[src/rtl/pool_engine.sv]
// pool_engine: 2-D max/average pooling over all channels of a feature map
// held in a synchronous-read memory; one result written per window.
module pool_engine #(
  parameter int unsigned DATA_W   = 32,
  parameter int unsigned CHANNELS = 16,
  parameter int unsigned IN_H     = 26,
  parameter int unsigned IN_W     = 26,
  parameter int unsigned WIN      = 2,
  parameter int unsigned STRIDE   = 2,
  localparam int unsigned OUT_H    = (IN_H - WIN) / STRIDE + 1,
  localparam int unsigned OUT_W    = (IN_W - WIN) / STRIDE + 1,
  localparam int unsigned RD_DEPTH = CHANNELS * IN_H * IN_W,
  localparam int unsigned WR_DEPTH = CHANNELS * OUT_H * OUT_W,
  localparam int unsigned RA_W     = (RD_DEPTH > 1) ? $clog2(RD_DEPTH) : 1,
  localparam int unsigned WA_W     = (WR_DEPTH > 1) ? $clog2(WR_DEPTH) : 1
) (
  input  logic                     clk,
  input  logic                     reset,
  input  logic                     start,
  input  logic                     mode,
  output logic                     busy,
  output logic                     done,
  output logic                     rd_en,
  output logic [RA_W-1:0]          rd_addr,
  input  logic signed [DATA_W-1:0] rd_data,
  output logic                     wr_en,
  output logic [WA_W-1:0]          wr_addr,
  output logic signed [DATA_W-1:0] wr_data
);

  localparam int unsigned C_W   = (CHANNELS > 1) ? $clog2(CHANNELS) : 1;
  localparam int unsigned OY_W  = (OUT_H > 1) ? $clog2(OUT_H) : 1;
  localparam int unsigned OX_W  = (OUT_W > 1) ? $clog2(OUT_W) : 1;
  localparam int unsigned K_W   = (WIN > 1) ? $clog2(WIN) : 1;
  localparam int unsigned SHIFT = 2 * $clog2(WIN);
  localparam int unsigned ACC_W = DATA_W + SHIFT;

  localparam logic [C_W-1:0]  C_LAST  = C_W'(CHANNELS - 1);
  localparam logic [OY_W-1:0] OY_LAST = OY_W'(OUT_H - 1);
  localparam logic [OX_W-1:0] OX_LAST = OX_W'(OUT_W - 1);
  localparam logic [K_W-1:0]  K_LAST  = K_W'(WIN - 1);

  typedef enum logic [2:0] {
    IDLE, READ, LAST, WRITE, DONE, WAIT_START_LOW
  } state_t;

  state_t                    state;
  logic                      mode_q;
  logic                      seeded;
  logic [C_W-1:0]            c;
  logic [OY_W-1:0]           oy;
  logic [OX_W-1:0]           ox;
  logic [K_W-1:0]            ky;
  logic [K_W-1:0]            kx;
  logic signed [ACC_W-1:0]   acc;

  logic [C_W-1:0]            nx_c;
  logic [OY_W-1:0]           nx_oy;
  logic [OX_W-1:0]           nx_ox;
  logic [K_W-1:0]            nx_ky;
  logic [K_W-1:0]            nx_kx;
  logic                      last_win;
  logic                      last_k;
  logic signed [ACC_W-1:0]   x_ext;
  logic signed [ACC_W-1:0]   acc_nx;
  logic signed [ACC_W-1:0]   avg_res;
  logic signed [DATA_W-1:0]  result;

  function automatic logic [RA_W-1:0] rd_addr_of(input int unsigned fc, input int unsigned fy,
                                                 input int unsigned fx, input int unsigned fky,
                                                 input int unsigned fkx);
    int unsigned a;
    a = fc * IN_H * IN_W + (fy * STRIDE + fky) * IN_W + fx * STRIDE + fkx;
    return RA_W'(a);
  endfunction

  function automatic logic [WA_W-1:0] wr_addr_of(input int unsigned fc, input int unsigned fy,
                                                 input int unsigned fx);
    int unsigned a;
    a = fc * OUT_H * OUT_W + fy * OUT_W + fx;
    return WA_W'(a);
  endfunction

  // Next window (ox fastest, then oy, then c) and next kernel tap (kx fastest).
  always_comb begin
    nx_c     = c;
    nx_oy    = oy;
    nx_ox    = ox;
    nx_ky    = ky;
    nx_kx    = kx;
    last_win = (c == C_LAST) && (oy == OY_LAST) && (ox == OX_LAST);
    last_k   = (ky == K_LAST) && (kx == K_LAST);
    if (ox != OX_LAST) begin
      nx_ox = ox + OX_W'(1);
    end else begin
      nx_ox = '0;
      if (oy != OY_LAST) begin
        nx_oy = oy + OY_W'(1);
      end else begin
        nx_oy = '0;
        nx_c  = c + C_W'(1);
      end
    end
    if (kx != K_LAST) begin
      nx_kx = kx + K_W'(1);
    end else begin
      nx_kx = '0;
      nx_ky = ky + K_W'(1);
    end
  end

  // Fold the element on rd_data into the running max / sum; first element seeds.
  always_comb begin
    x_ext  = ACC_W'(rd_data);
    acc_nx = acc;
    if (!seeded) begin
      acc_nx = x_ext;
    end else if (!mode_q) begin
      acc_nx = (x_ext > acc) ? x_ext : acc;
    end else begin
      acc_nx = acc + x_ext;
    end
    avg_res = acc_nx >>> SHIFT;
    result  = mode_q ? DATA_W'(avg_res) : DATA_W'(acc_nx);
  end

  // Pass sequencer with registered memory strobes, addresses and status.
  always_ff @(posedge clk or negedge reset) begin
    if (!reset) begin
      state   <= IDLE;
      mode_q  <= 1'b0;
      seeded  <= 1'b0;
      c       <= '0;
      oy      <= '0;
      ox      <= '0;
      ky      <= '0;
      kx      <= '0;
      acc     <= '0;
      busy    <= 1'b0;
      done    <= 1'b0;
      rd_en   <= 1'b0;
      rd_addr <= '0;
      wr_en   <= 1'b0;
      wr_addr <= '0;
      wr_data <= '0;
    end else begin
      done  <= 1'b0;
      wr_en <= 1'b0;
      case (state)
        IDLE: begin
          if (start) begin
            mode_q  <= mode;
            c       <= '0;
            oy      <= '0;
            ox      <= '0;
            ky      <= '0;
            kx      <= '0;
            seeded  <= 1'b0;
            busy    <= 1'b1;
            rd_en   <= 1'b1;
            rd_addr <= rd_addr_of(32'd0, 32'd0, 32'd0, 32'd0, 32'd0);
            state   <= READ;
          end
        end
        READ: begin
          if (kx != '0 || ky != '0) begin
            acc    <= acc_nx;
            seeded <= 1'b1;
          end
          if (last_k) begin
            rd_en <= 1'b0;
            state <= LAST;
          end else begin
            kx      <= nx_kx;
            ky      <= nx_ky;
            rd_addr <= rd_addr_of(32'(c), 32'(oy), 32'(ox), 32'(nx_ky), 32'(nx_kx));
          end
        end
        LAST: begin
          wr_data <= result;
          wr_addr <= wr_addr_of(32'(c), 32'(oy), 32'(ox));
          wr_en   <= 1'b1;
          state   <= WRITE;
        end
        WRITE: begin
          if (last_win) begin
            busy  <= 1'b0;
            done  <= 1'b1;
            state <= DONE;
          end else begin
            c       <= nx_c;
            oy      <= nx_oy;
            ox      <= nx_ox;
            ky      <= '0;
            kx      <= '0;
            seeded  <= 1'b0;
            rd_en   <= 1'b1;
            rd_addr <= rd_addr_of(32'(nx_c), 32'(nx_oy), 32'(nx_ox), 32'd0, 32'd0);
            state   <= READ;
          end
        end
        DONE: begin
          state <= WAIT_START_LOW;
        end
        WAIT_START_LOW: begin
          if (!start) state <= IDLE;
        end
        default: begin
          state <= IDLE;
        end
      endcase
    end
  end

endmodule

[config.mk]
export PLATFORM = sky130hd
export DESIGN_NAME = pool_engine
export DESIGN_NICKNAME = d
export VERILOG_FILES = /design/src/rtl/pool_engine.sv
export SDC_FILE = /design/constraint.sdc
export NUM_CORES = 1
export LEC_CHECK = 0
export CELL_PAD_IN_SITES_DETAIL_PLACEMENT = 0
export CELL_PAD_IN_SITES_GLOBAL_PLACEMENT = 1
export CORE_ASPECT_RATIO = 0.5
export CORE_MARGIN = 2
export CORE_UTILIZATION = 46
export CTS_CLUSTER_DIAMETER = 120
export DETAILED_ROUTE_END_ITERATION = 10
export GPL_ROUTABILITY_DRIVEN = 0
export PLACE_DENSITY = 0.91
export SYNTH_ARGS = -nofsm -noshare
export SYNTH_HDL_FRONTEND = slang
export SYNTH_SLANG_ARGS = --single-unit
[constraint.sdc]
create_clock -name clk -period 7.9 [get_ports clk]
set_input_delay 1.58 -clock clk [delete_from_list [all_inputs] [get_ports clk]]
set_output_delay 1.58 -clock clk [all_outputs]
set_load 0.02 [all_outputs]
==> results of run 1 <==
-- layout make-up --
type	count	area [um^2]
clock buffer	19	452.9
clock inverter	13	156.4
fill	2584	12900
inverter	188	705.7
multi-input combinational	1213	9314
sequential	114	2854
tap	382	478.0
timing repair buffer	110	1066
-- synth_stat cells (6+ instances only) --
cell type / instances / area share
a211oi_1: 13 / 0.0074
a21boi_0: 15 / 0.0086
a21o_1: 28 / 0.016
a21oi_1: 134 / 0.051
a22o_1: 16 / 0.011
a22oi_1: 9 / 0.0051
a31oi_1: 20 / 0.0095
buf_1: 7 / 0.0020
buf_2: 7 / 0.0027
clkbuf_1: 54 / 0.015
dfrtp_1: 114 / 0.22
fa_1: 42 / 0.064
ha_1: 215 / 0.20
inv_1: 188 / 0.054
mux2i_1: 10 / 0.0076
nand2_1: 121 / 0.035
nand2b_1: 12 / 0.0057
nand3_1: 19 / 0.0072
nand4_1: 11 / 0.0052
nor2_1: 113 / 0.032
nor2b_1: 29 / 0.014
nor3_1: 24 / 0.0091
nor4_1: 21 / 0.010
o211ai_1: 20 / 0.011
o21a_1: 10 / 0.0057
o21ai_0: 98 / 0.037
o21bai_1: 15 / 0.0086
o221ai_1: 6 / 0.0040
o22ai_1: 8 / 0.0038
o31ai_1: 23 / 0.013
xnor2_1: 69 / 0.046
xor2_1: 22 / 0.015
-- sequential cells by signal (all words and copies together), names as in the netlist --
signal and cells:
c 4, ky 1, mode_q 1, wr_data 32, acc 34, kx 1
done 1, state 3, wr_addr 12, rd_addr 13, seeded 1, wr_en 1
ox 4, busy 1, rd_en 1, oy 4
-- metal layers --
metal | track usage | part of all wire | up-vias | wire length [um]
met2 | 0.4077 | 0.46 | 269 | 16310
met4 | 0.07860 | 0.021 | 0 | 739
met1 | 0.3261 | 0.47 | 5463 | 16720
met5 | 0 | 0 | - | 0
li1 | - | - | 5700 | -
met3 | 0.03907 | 0.046 | 53 | 1614
-- where the power goes --
group	switching (mW)	internal, mW
clock	0.305	0.511
combinational	1.93	1.21
sequential	0.151	0.814
total	2.38	2.54
-- metrics by stage --
stage | power, mW | instance area, um^2 | hold slack, ns
global route | 5.289 | 15030 | 0.5128
detailed placement | 4.064 | 14420 | 0.4704
floorplan | 3.134 | 13140 | 0.4753
global placement | 4.045 | 14420 | 0.4632
finish | 4.919 | 15030 | 0.4740
CTS | 4.899 | 15030 | 0.4829
-- worst reg2reg max path, delay by kind of cell (launching register included) --
family,cells,cell delay [ns]
compound gates,8,1.33
xor+xnor,3,0.75
flops,1,0.43
fa+ha+maj,9,3.01
buf+inv,3,0.32
simple gates,2,0.69
-- path summary, 6_finish.rpt --
kind / from / to / slack [ns] / cells after the start
min: rd_addr[3] / rd_addr[3] / 0.47 / 2
min reg2reg: rd_addr[3] / rd_addr[3] / 0.47 / 2
max in group asynchronous: reset / acc[18] / 5.40 / 2
min in group asynchronous: reset / rd_addr[9] / 1.25 / 1
max: ox[0] / rd_addr[12] / 1.30 / 25
max reg2reg: ox[0] / rd_addr[12] / 1.30 / 25
-- logic make-up after synthesis --
logic type	count (synthesis)	synth area share
multiplexers	17	0.01390
buffers and inverters	258	0.07492
AO/OA/AOI/OAI	468	0.2306
flip-flops	114	0.2170
AND/OR/NAND/NOR	380	0.1343
XOR/XNOR	91	0.06064
adder cells (fa/ha/maj)	257	0.2686
==> impl_results.md, run 1 <==
* Main synth FF type: dfrtp_1
* TritonCTS Buffers at 17
* CP peak stage delay at 0.56 ns
* Post-synth ARST share at 1.000
* Synthesized cell area at 0.01314 mm^2
* Pleak at 7.425 nW
* Synth Warn # at 0
* Die W at 243.1 um
* Via count at 11485
* Via density at approximately 5.6
* CTS clk-pin slew, worst paths at 0.06 ns
* Worst-Skew Late Latency at 0.45 ns
* H-tree Lvls at 4
* Post-synthesis cell count at 1585
* Crit path time final at 6.603 ns
* I/O pin count at 98
* Relative slew slack at 0.1923
* Vias in the first global route at 11125
* Arrival @ worst endpoint at around 7.0 ns
* Full die area at 0.03002 mm^2
* Synthesized net count at around 1900
* Fraction of layout cells with a size suffix above 1 at 0.04043
* Initial Utilization at 0.4707
* Total GRT Usage at 0.2438
* Post-synthesis sequential area ratio at 0.2170
* Leading cell types in the layout, fill and taps excluded: 215 x ha_1, 188 x inv_1, 134 x a21oi_1
* Status: completed
* Crit Path Max Fanout at 7
* First-pass GRT wire length at 58.02 mm
* IO buf count at 97
* Final Util at 0.5382
* Finished Layout Cells at 2039
* Flops & latches, synth at 114
* Max frequency at 151.5 MHz
* Avg Cell Area, Syn at 8.293 um^2
* Routed Antenna Nets at 0
* Crit start category: flop
* Final Cycle Share at 0.8358
* Worst path most repeated cell: ha_1
* Post-CTS Hold Fix Bufs at 0
* CTS tree: yes
* Count of cell types in the netlist at 72
* Max-slew violations at 0
* Clk buf depth at 2
* Detailed Route Iter0 Violations at 840
* Area grow syn2layout at 14.33%
* VDD IR-drop max at 188.6 uV
* Worst slew pin tran at 1.207 ns
* Clock Sink Count at ~110
* Final Hold Fails at 0
* Core area at ~0.028 mm^2
* Cell Rows at 43
* Post-DP HPWL at around 26 mm
* CP Buf/Inv Count at 3
* Post-synth EDFFs at 0
* Setup TNS at 0 ns
* Pin count of the biggest net entering global routing at 67
* CTS root buf: clkbuf_16
* Max Cap Viol at 0
* Postcts setup bufs at 0
* WS Path Type: flop to flop
* DR pass1 iterations at 5
* Grt ovf at 0
* Drt wl/cell at 17.36 um
* Family with the most delay on the worst path: adder cells
* Routed wire length at 35.39 mm
* Worst EP required at between 8 and 9 ns
* Final nets at 1937
* CP max-delay cell: fa_1
* CP endpoint kind: flop
* Initial antenna violation count at 0
* Number of remaining DRC errors at 0
* HP Class: flop to flop
* Unrepaired setup endpoints after global routing: false
* Final setup fails at 0
* PwrDens at 327.4 mW/mm^2
* Final WS setup at ~1.3 ns
* Post-CTS sizing at 0
* Worst clock skew at roughly 0.01 ns
* Die outline height at 123.5 um
* Placed cells at 2007
* Antenna cells at 0
* Most common cell after layout, fill and taps aside: ha_1
* DP Worst Slack at 1.300 ns
(Power assumes the default switching activity.)
==> inputs of run 2 (changes only) <==
--- a/config.mk
+++ b/config.mk
@@ -9,11 +9,11 @@
 export CELL_PAD_IN_SITES_GLOBAL_PLACEMENT = 1
 export CORE_ASPECT_RATIO = 0.5
 export CORE_MARGIN = 2
-export CORE_UTILIZATION = 46
+export CORE_UTILIZATION = 42
 export CTS_CLUSTER_DIAMETER = 120
 export DETAILED_ROUTE_END_ITERATION = 10
 export GPL_ROUTABILITY_DRIVEN = 0
-export PLACE_DENSITY = 0.91
+export PLACE_DENSITY = 0.88
 export SYNTH_ARGS = -nofsm -noshare
 export SYNTH_HDL_FRONTEND = slang
 export SYNTH_SLANG_ARGS = --single-unit
==> constraint.sdc (replaced) <==
create_clock -name clk -period 6 [get_ports clk]
set_input_delay 1.2 -clock clk [delete_from_list [all_inputs] [get_ports clk]]
set_output_delay 1.2 -clock clk [all_outputs]
set_load 0.02 [all_outputs]
==> run 2 against run 1 <==
- clock skew up 0.0030 ns
- hold slack barely moved
- routed wire length up 2.9%
- flip-flop and latch count unchanged
- power is 33% higher
- combinational power increased by 34%
- register-to-register slack lost 1.0 ns
- design area grew 2.8%
- via count rose by 0.84%
- clock power increased by 31%
- largest power group unchanged
==> impl_results.md, run 2 (synthesized netlist as in run 1, its figures left out) <==
* Fraction of layout cells with a size suffix above 1 at 0.07007 (+0.02964)
* Pin count of the biggest net entering global routing at 67 (unchanged)
* Antenna cells at 0 (unchanged)
* Drt wl/cell at 17.28 um (-0.44%)
* IO buf count at 97 (unchanged)
* Crit start category: flop
* Source of the worst register-to-register timing path: ox[0]
* Max Cap Viol at 0 (unchanged)
* Final Cycle Share at 0.9553 (+0.1195)
* HP Class: flop to flop
* DR pass1 iterations at 7 (+2)
* Arrival @ worst endpoint at 6.01 ns (-0.95 ns)
* Total GRT Usage at 0.2290 (-0.01487)
* Max-slew violations at 0 (unchanged)
* Crit path time final at 5.732 ns (-0.8710 ns)
* CP endpoint kind: flop
* Relative slew slack at 0.1893 (-0.002993)
* Via density at 5.497 (-2.4%)
* Routed wire length at 36.41 mm (+2.9%)
* Final Util at 0.5052 (-0.03294)
* First-pass GRT wire length at 59.73 mm (+2.9%)
* PwrDens at 424.6 mW/mm^2 (+30%)
* Flop-to-flop setup slack at 0.27 ns (-1.03 ns)
* H-tree Lvls at 4 (unchanged)
* Die outline height at 129.1 um (+4.5%)
* Via count at 11582 (+0.84%)
* CP max-delay cell: fa_2
* Pleak at 7.536 nW (+1.5%)
* Vias in the first global route at 11388 (+2.4%)
* WS Path Type: flop to flop
* Grt ovf at 0 (unchanged)
* I/O pin count at 98 (unchanged)
* Max frequency at 174.5 MHz (+15%)
* Core area at 0.03057 mm^2 (+9.5%)
* Pint at 3.380 mW (+33%)
* Largest Register: acc
* Finished Layout Cells at 2107 (+3.3%)
* Placed cells at 2072 (+3.2%)
* Crit path to: rd_addr[13]
* TritonCTS Buffers at 17 (unchanged)
* Worst path most repeated cell: ha_1
* Sw frac at 0.4846 (+0.0005009)
* CTS clk-pin slew, worst paths at 0.06 ns (about the same)
* Largest register FFs at 34 (unchanged)
* Worst-Skew Late Latency at 0.45 ns (about the same)
* VDD IR-drop max at 260.4 uV (+38%)
* Status: completed
* Number of remaining DRC errors at 0 (unchanged)
* NetSw at 3.178 mW (+33%)
* Final nets at 1964 (+1.4%)
* Die W at 254.2 um (+4.6%)
* Clock Sink Count at 114 (unchanged)
* CTS tree: yes
* Sequential share of power at 0.194 (-0.002)
* Clock power frac at 0.163 (-0.003)
* Initial Utilization at 0.4299 (-0.04080)
* Area grow syn2layout at 17.52%
* Regs by FF count: acc x34, wr_data x32, rd_addr x13
* Gate power share at 0.643 (+0.005)
* Worst setup path startpoint: ox[0]
* Crit Path Max Fanout at 3 (-4)
* CTS root buf: clkbuf_16
* Final setup fails at 0 (unchanged)
* # fillers at 2868 (+11%)
* Initial antenna violation count at 0 (unchanged)
* Cell Rows at 45 (+4.7%)
* Worst EP required at 6.28 ns (-1.98 ns)
* CP peak stage delay at 0.60 ns (+0.04 ns)
* Worst clock skew at 0.01276 ns (+0.002961 ns)
* Leading cell types in the layout, fill and taps excluded: 207 x ha_1, 185 x inv_1, 130 x a21oi_1
* Post-DP HPWL at 27.27 mm (+4.8%)
* Clk buf depth at 2 (unchanged)
* Detailed Route Iter0 Violations at 888 (+5.7%)
* Final Hold Fails at 0 (unchanged)
* Routed Antenna Nets at 0 (unchanged)
* Full die area at 0.03281 mm^2 (+9.3%)
* Most common cell after layout, fill and taps aside: ha_1
* Worst r2r path cells at 24 (-4.0%)
* Cell chain of the critical path: inv_2, ha_4, nand3_2, nor2_4, mux2i_1, inv_1, ha_1, ha_1, ha_1, fa_2, inv_1, fa_1, inv_1, fa_2, ha_1, ha_4, a21oi_4, o21bai_1, a2111o_1, nand3_1, nor2_1, xnor2_1, mux2i_1, o21ai_0
* Worst slew pin tran at 1.212 ns (+0.004473 ns)
* R2r endpoint: rd_addr[13]
==> run 2: worst max-delay path, delay by kind of cell, from the launching register on <==
kind	cells	cell delay (ns)
compound gates	4	0.79
xor+xnor	1	0.13
fa+ha+maj	9	3.19
buf+inv	4	0.30
flops	1	0.39
mux	2	0.35
simple gates	4	0.41
==> run 2: power by group through the flow <==
stage | clock [mW] | combinational (mW) | sequential (mW)
2_1_floorplan | 0 | 2.71 | 1.42
3_5_place_dp | 0 | 4.13 | 1.28
6_report | 1.07 | 4.21 | 1.27
5_1_grt | 1.13 | 4.64 | 1.31
3_3_place_gp | 0 | 4.12 | 1.28
4_1_cts | 1.08 | 4.16 | 1.27
==> run 2: through the flow <==
step / area, um^2 / hold WS [ns] / setup TNS, ns / setup WS, ns / power (mW)
final: 15450 / 0.4741 / 0 / 0.2683 / 6.558
after global routing: 15450 / 0.5085 / -0.04055 / -0.02856 / 7.077
after CTS: 15260 / 0.4827 / 0 / 0.05967 / 6.519
after detailed placement: 14660 / 0.4657 / 0 / 0.09113 / 5.409
after global placement: 14660 / 0.4633 / 0 / 0.2326 / 5.395
after floorplan: 13150 / 0.4753 / 0 / 0.09117 / 4.126
==> run 2: timing repair <==
action / CTS / global route
resized for setup: 0 / 28
buffers inserted: 0 / 3
endpoints found under the setup margin: 0 / 5
hold buffers: 0 / 0
==> run 2: final cells by class <==
class	instances	area [um^2]	area share
Timing Repair Buffer	137	1269	0.08214
Sequential cell	114	2854	0.1848
Tap cell	423	529.3	0.03426
Inverter	188	705.7	0.04569
Multi-Input combinational cell	1213	9485	0.6141
Clock buffer	19	442.9	0.02868
Clock inverter	13	160.2	0.01037
==> run 2: worst min path at each step <==
stage | start | to | depth (start not counted)
final | rd_en | rd_en | 2
after global routing | wr_data[19] | wr_data[19] | 2
after CTS | rd_en | rd_en | 2
after detailed placement | rd_en | rd_en | 2
after global placement | rd_en | rd_en | 2
after floorplan | acc[14] | acc[14] | 2
==> run 2: per-layer routing <==
| metal | vias up | global-route usage | part of all wire |
|---|---|---|---|
| met5 | - | 0 | 0 |
| met4 | 0 | 0.04706 | 0.011 |
| met3 | 31 | 0.03515 | 0.039 |
| met2 | 205 | 0.3779 | 0.46 |
| met1 | 5602 | 0.3203 | 0.49 |
| li1 | 5744 | - | - |
==> inputs of run 3 (changes only) <==
--- a/config.mk
+++ b/config.mk
@@ -10,6 +10,7 @@
 export CORE_ASPECT_RATIO = 0.5
 export CORE_MARGIN = 2
 export CORE_UTILIZATION = 42
+export CTS_BUF_LIST = sky130_fd_sc_hd__clkbuf_8
 export CTS_CLUSTER_DIAMETER = 120
 export DETAILED_ROUTE_END_ITERATION = 10
 export GPL_ROUTABILITY_DRIVEN = 0
==> run 3 against run 2 <==
- clock skew is essentially flat
- utilization shrank 0.63 points
- clock-buffer cell count shrank 1
- critical path type unchanged
==> impl_results.md, run 3 (synthesized netlist as in run 1, its figures left out) <==
* Status: completed
* CP max-delay cell: fa_2
* H-tree Lvls at 4 (unchanged)
* Worst setup path startpoint: ox[0]
* Final setup fails at 0 (unchanged)
* Regs by FF count: acc x34, wr_data x32, rd_addr x13
* Hold Slack at 0.4794 ns (+0.005299 ns)
* Post-CTS Hold Fix Bufs at 0 (unchanged)
* Pleak at 7.453 nW (-1.1%)
* CP peak stage delay at 0.60 ns (about the same)
* Hold_sp: rd_en
* PwrDens at 410.4 mW/mm^2 (-3.3%)
* Largest register FFs at 34 (unchanged)
* Finished Layout Cells at 2107 (unchanged)
* Power, Total at 6.261 mW (-4.5%)
* Worst path most repeated cell: ha_1
* Via count at 11584 (+0.017%)
* HP Class: flop to flop
* Cell chain of the critical path: inv_2, ha_4, nand3_2, nor2_4, mux2i_1, inv_1, ha_1, ha_1, ha_1, fa_2, inv_1, fa_1, inv_1, fa_2, ha_1, ha_4, a21oi_4, o21bai_1, a2111o_1, nand3_1, nor2_1, xnor2_1, mux2i_1, o21ai_0
* I/O pin count at 98 (unchanged)
* Routed Antenna Nets at 0 (unchanged)
* Initial antenna violation count at 0 (unchanged)
* Cell Rows at 45 (unchanged)
* Antenna cells at 0 (unchanged)
* IO buf count at 97 (unchanged)
* CP Buf/Inv Count at 4 (unchanged)
* Post-DP HPWL at 27.27 mm (unchanged)
* Number of remaining DRC errors at 0 (unchanged)
* Grt ovf at 0 (unchanged)
* Total GRT Usage at 0.2280 (-0.001002)
* Clk buf depth at 2 (unchanged)
* Via density at 5.498 (about the same)
* Max-slew violations at 0 (unchanged)
* Full die area at 0.03281 mm^2 (unchanged)
* Crit start category: flop
* DR pass1 iterations at 5 (-2)
* CTS root buf: clkbuf_8
* CP endpoint kind: flop
* Top layer in use: met4
* WL met3 at 1.529 mm (+7.4%)
* Worst-Skew Late Latency at 0.48 ns (+0.03 ns)
* Core area at 0.03057 mm^2 (unchanged)
* Most common cell after layout, fill and taps aside: ha_1
* Met1 WL at 17.66 mm (-0.62%)
* Vias in the first global route at 11303 (-0.75%)
* Arrival @ worst endpoint at 6.06 ns (+0.05 ns)
* Drt wl/cell at 17.17 um (-0.63%)
* Family with the most delay on the worst path: adder cells
* Final Cycle Share at 0.9568 (+0.001557)
* Pin count of the biggest net entering global routing at 67 (unchanged)
* Relative slew slack at 0.2272 (+0.03789)
* Clock Sink Count at 114 (unchanged)
* Detailed Route Iter0 Violations at 798 (-10%)
* WS Path Type: flop to flop
* TritonCTS Buffers at 17 (unchanged)
* Initial Utilization at 0.4299 (unchanged)
* Leading cell types in the layout, fill and taps excluded: 207 x ha_1, 186 x inv_1, 130 x a21oi_1
* Die W at 254.2 um (unchanged)
* Worst slew pin tran at 1.155 ns (-0.05662 ns)
* CTS clk-pin slew, worst paths at 0.08 ns (+0.02 ns)
* Fraction of layout cells with a size suffix above 1 at 0.07007 (unchanged)
* VDD IR-drop max at 263.4 uV (+1.2%)
* Area grow syn2layout at 16.06%
* WL met2 at 16.54 mm (-1.5%)
* Crit Path Max Fanout at 3 (unchanged)
* CTS tree: yes
* Design Area, Final at 0.01525 mm^2 (-1.2%)
* Max frequency at 174.2 MHz (-0.16%)
* Final nets at 1964 (unchanged)
* Max Cap Viol at 0 (unchanged)
* Final Hold Fails at 0 (unchanged)
* Placed cells at 2072 (unchanged)
* Final Util at 0.4990 (-0.006262)
* Largest Register: acc
* Source of the worst register-to-register timing path: ox[0]
* Worst clock skew at 0.01242 ns (-0.0003361 ns)
* Routed wire length at 36.18 mm (-0.63%)
* Crit path time final at 5.741 ns (+0.009344 ns)
* First-pass GRT wire length at 59.46 mm (-0.45%)
* Die outline height at 129.1 um (unchanged)
* Worst EP required at 6.32 ns (+0.04 ns)
* Area post-placement at 0.01466 mm^2 (unchanged)
run 3: repair_timing:
| action | 4_1_cts | 5_1_grt |
|---|---|---|
| setup buffers | 0 | 3 |
| resized for setup | 0 | 28 |
| setup endpoints to repair | 0 | 5 |
run 3: where the power goes:
part	internal [mW]	switching (mW)	leakage [nW]
clock network	0.418	0.372	0.198
logic	1.65	2.55	5.84
registers	1.07	0.203	1.41
total	3.13	3.13	7.45
run 3: layout make-up:
| type | count | area, um^2 |
|---|---|---|
| clock buffer | 18 | 247.7 |
| tap | 423 | 529.3 |
| multi-input combinational | 1213 | 9485 |
| clock inverter | 14 | 163.9 |
| fill | 2901 | 15320 |
| sequential | 114 | 2854 |
| inverter | 188 | 705.7 |
| timing repair buffer | 137 | 1269 |
run 3: routing by layer:
layer / global-route usage / vias to the layer above
met3: 0.03335 / 33
met5: 0 / -
met2: 0.3743 / 244
met1: 0.3207 / 5571
li1: - / 5736
met4: 0.04879 / 0
run 3: worst paths after layout:
check | slack, ns | end | depth (start not counted)
max in group asynchronous | 3.90 | wr_data[23] | 2
min in group asynchronous | 0.84 | rd_addr[3] | 1
worst max-delay path | 0.26 | rd_addr[13] | 24
worst min-delay path | 0.48 | rd_en | 2
worst max register to register | 0.26 | rd_addr[13] | 24
worst min register to register | 0.48 | rd_en | 2
run 3: worst min-delay path, cell delays in order (launching register included):
cell and delay [ns]:
dfrtp_1 0.35, nand2_1 0.05, nand2_1 0.05
run 3: per-stage QoR:
step	setup TNS, ns	setup slack (ns)
floorplan	0	0.09117
finish	0	0.2590
global placement	0	0.2326
global route	-0.05715	-0.03751
detailed placement	0	0.09113
CTS	0	0.05477
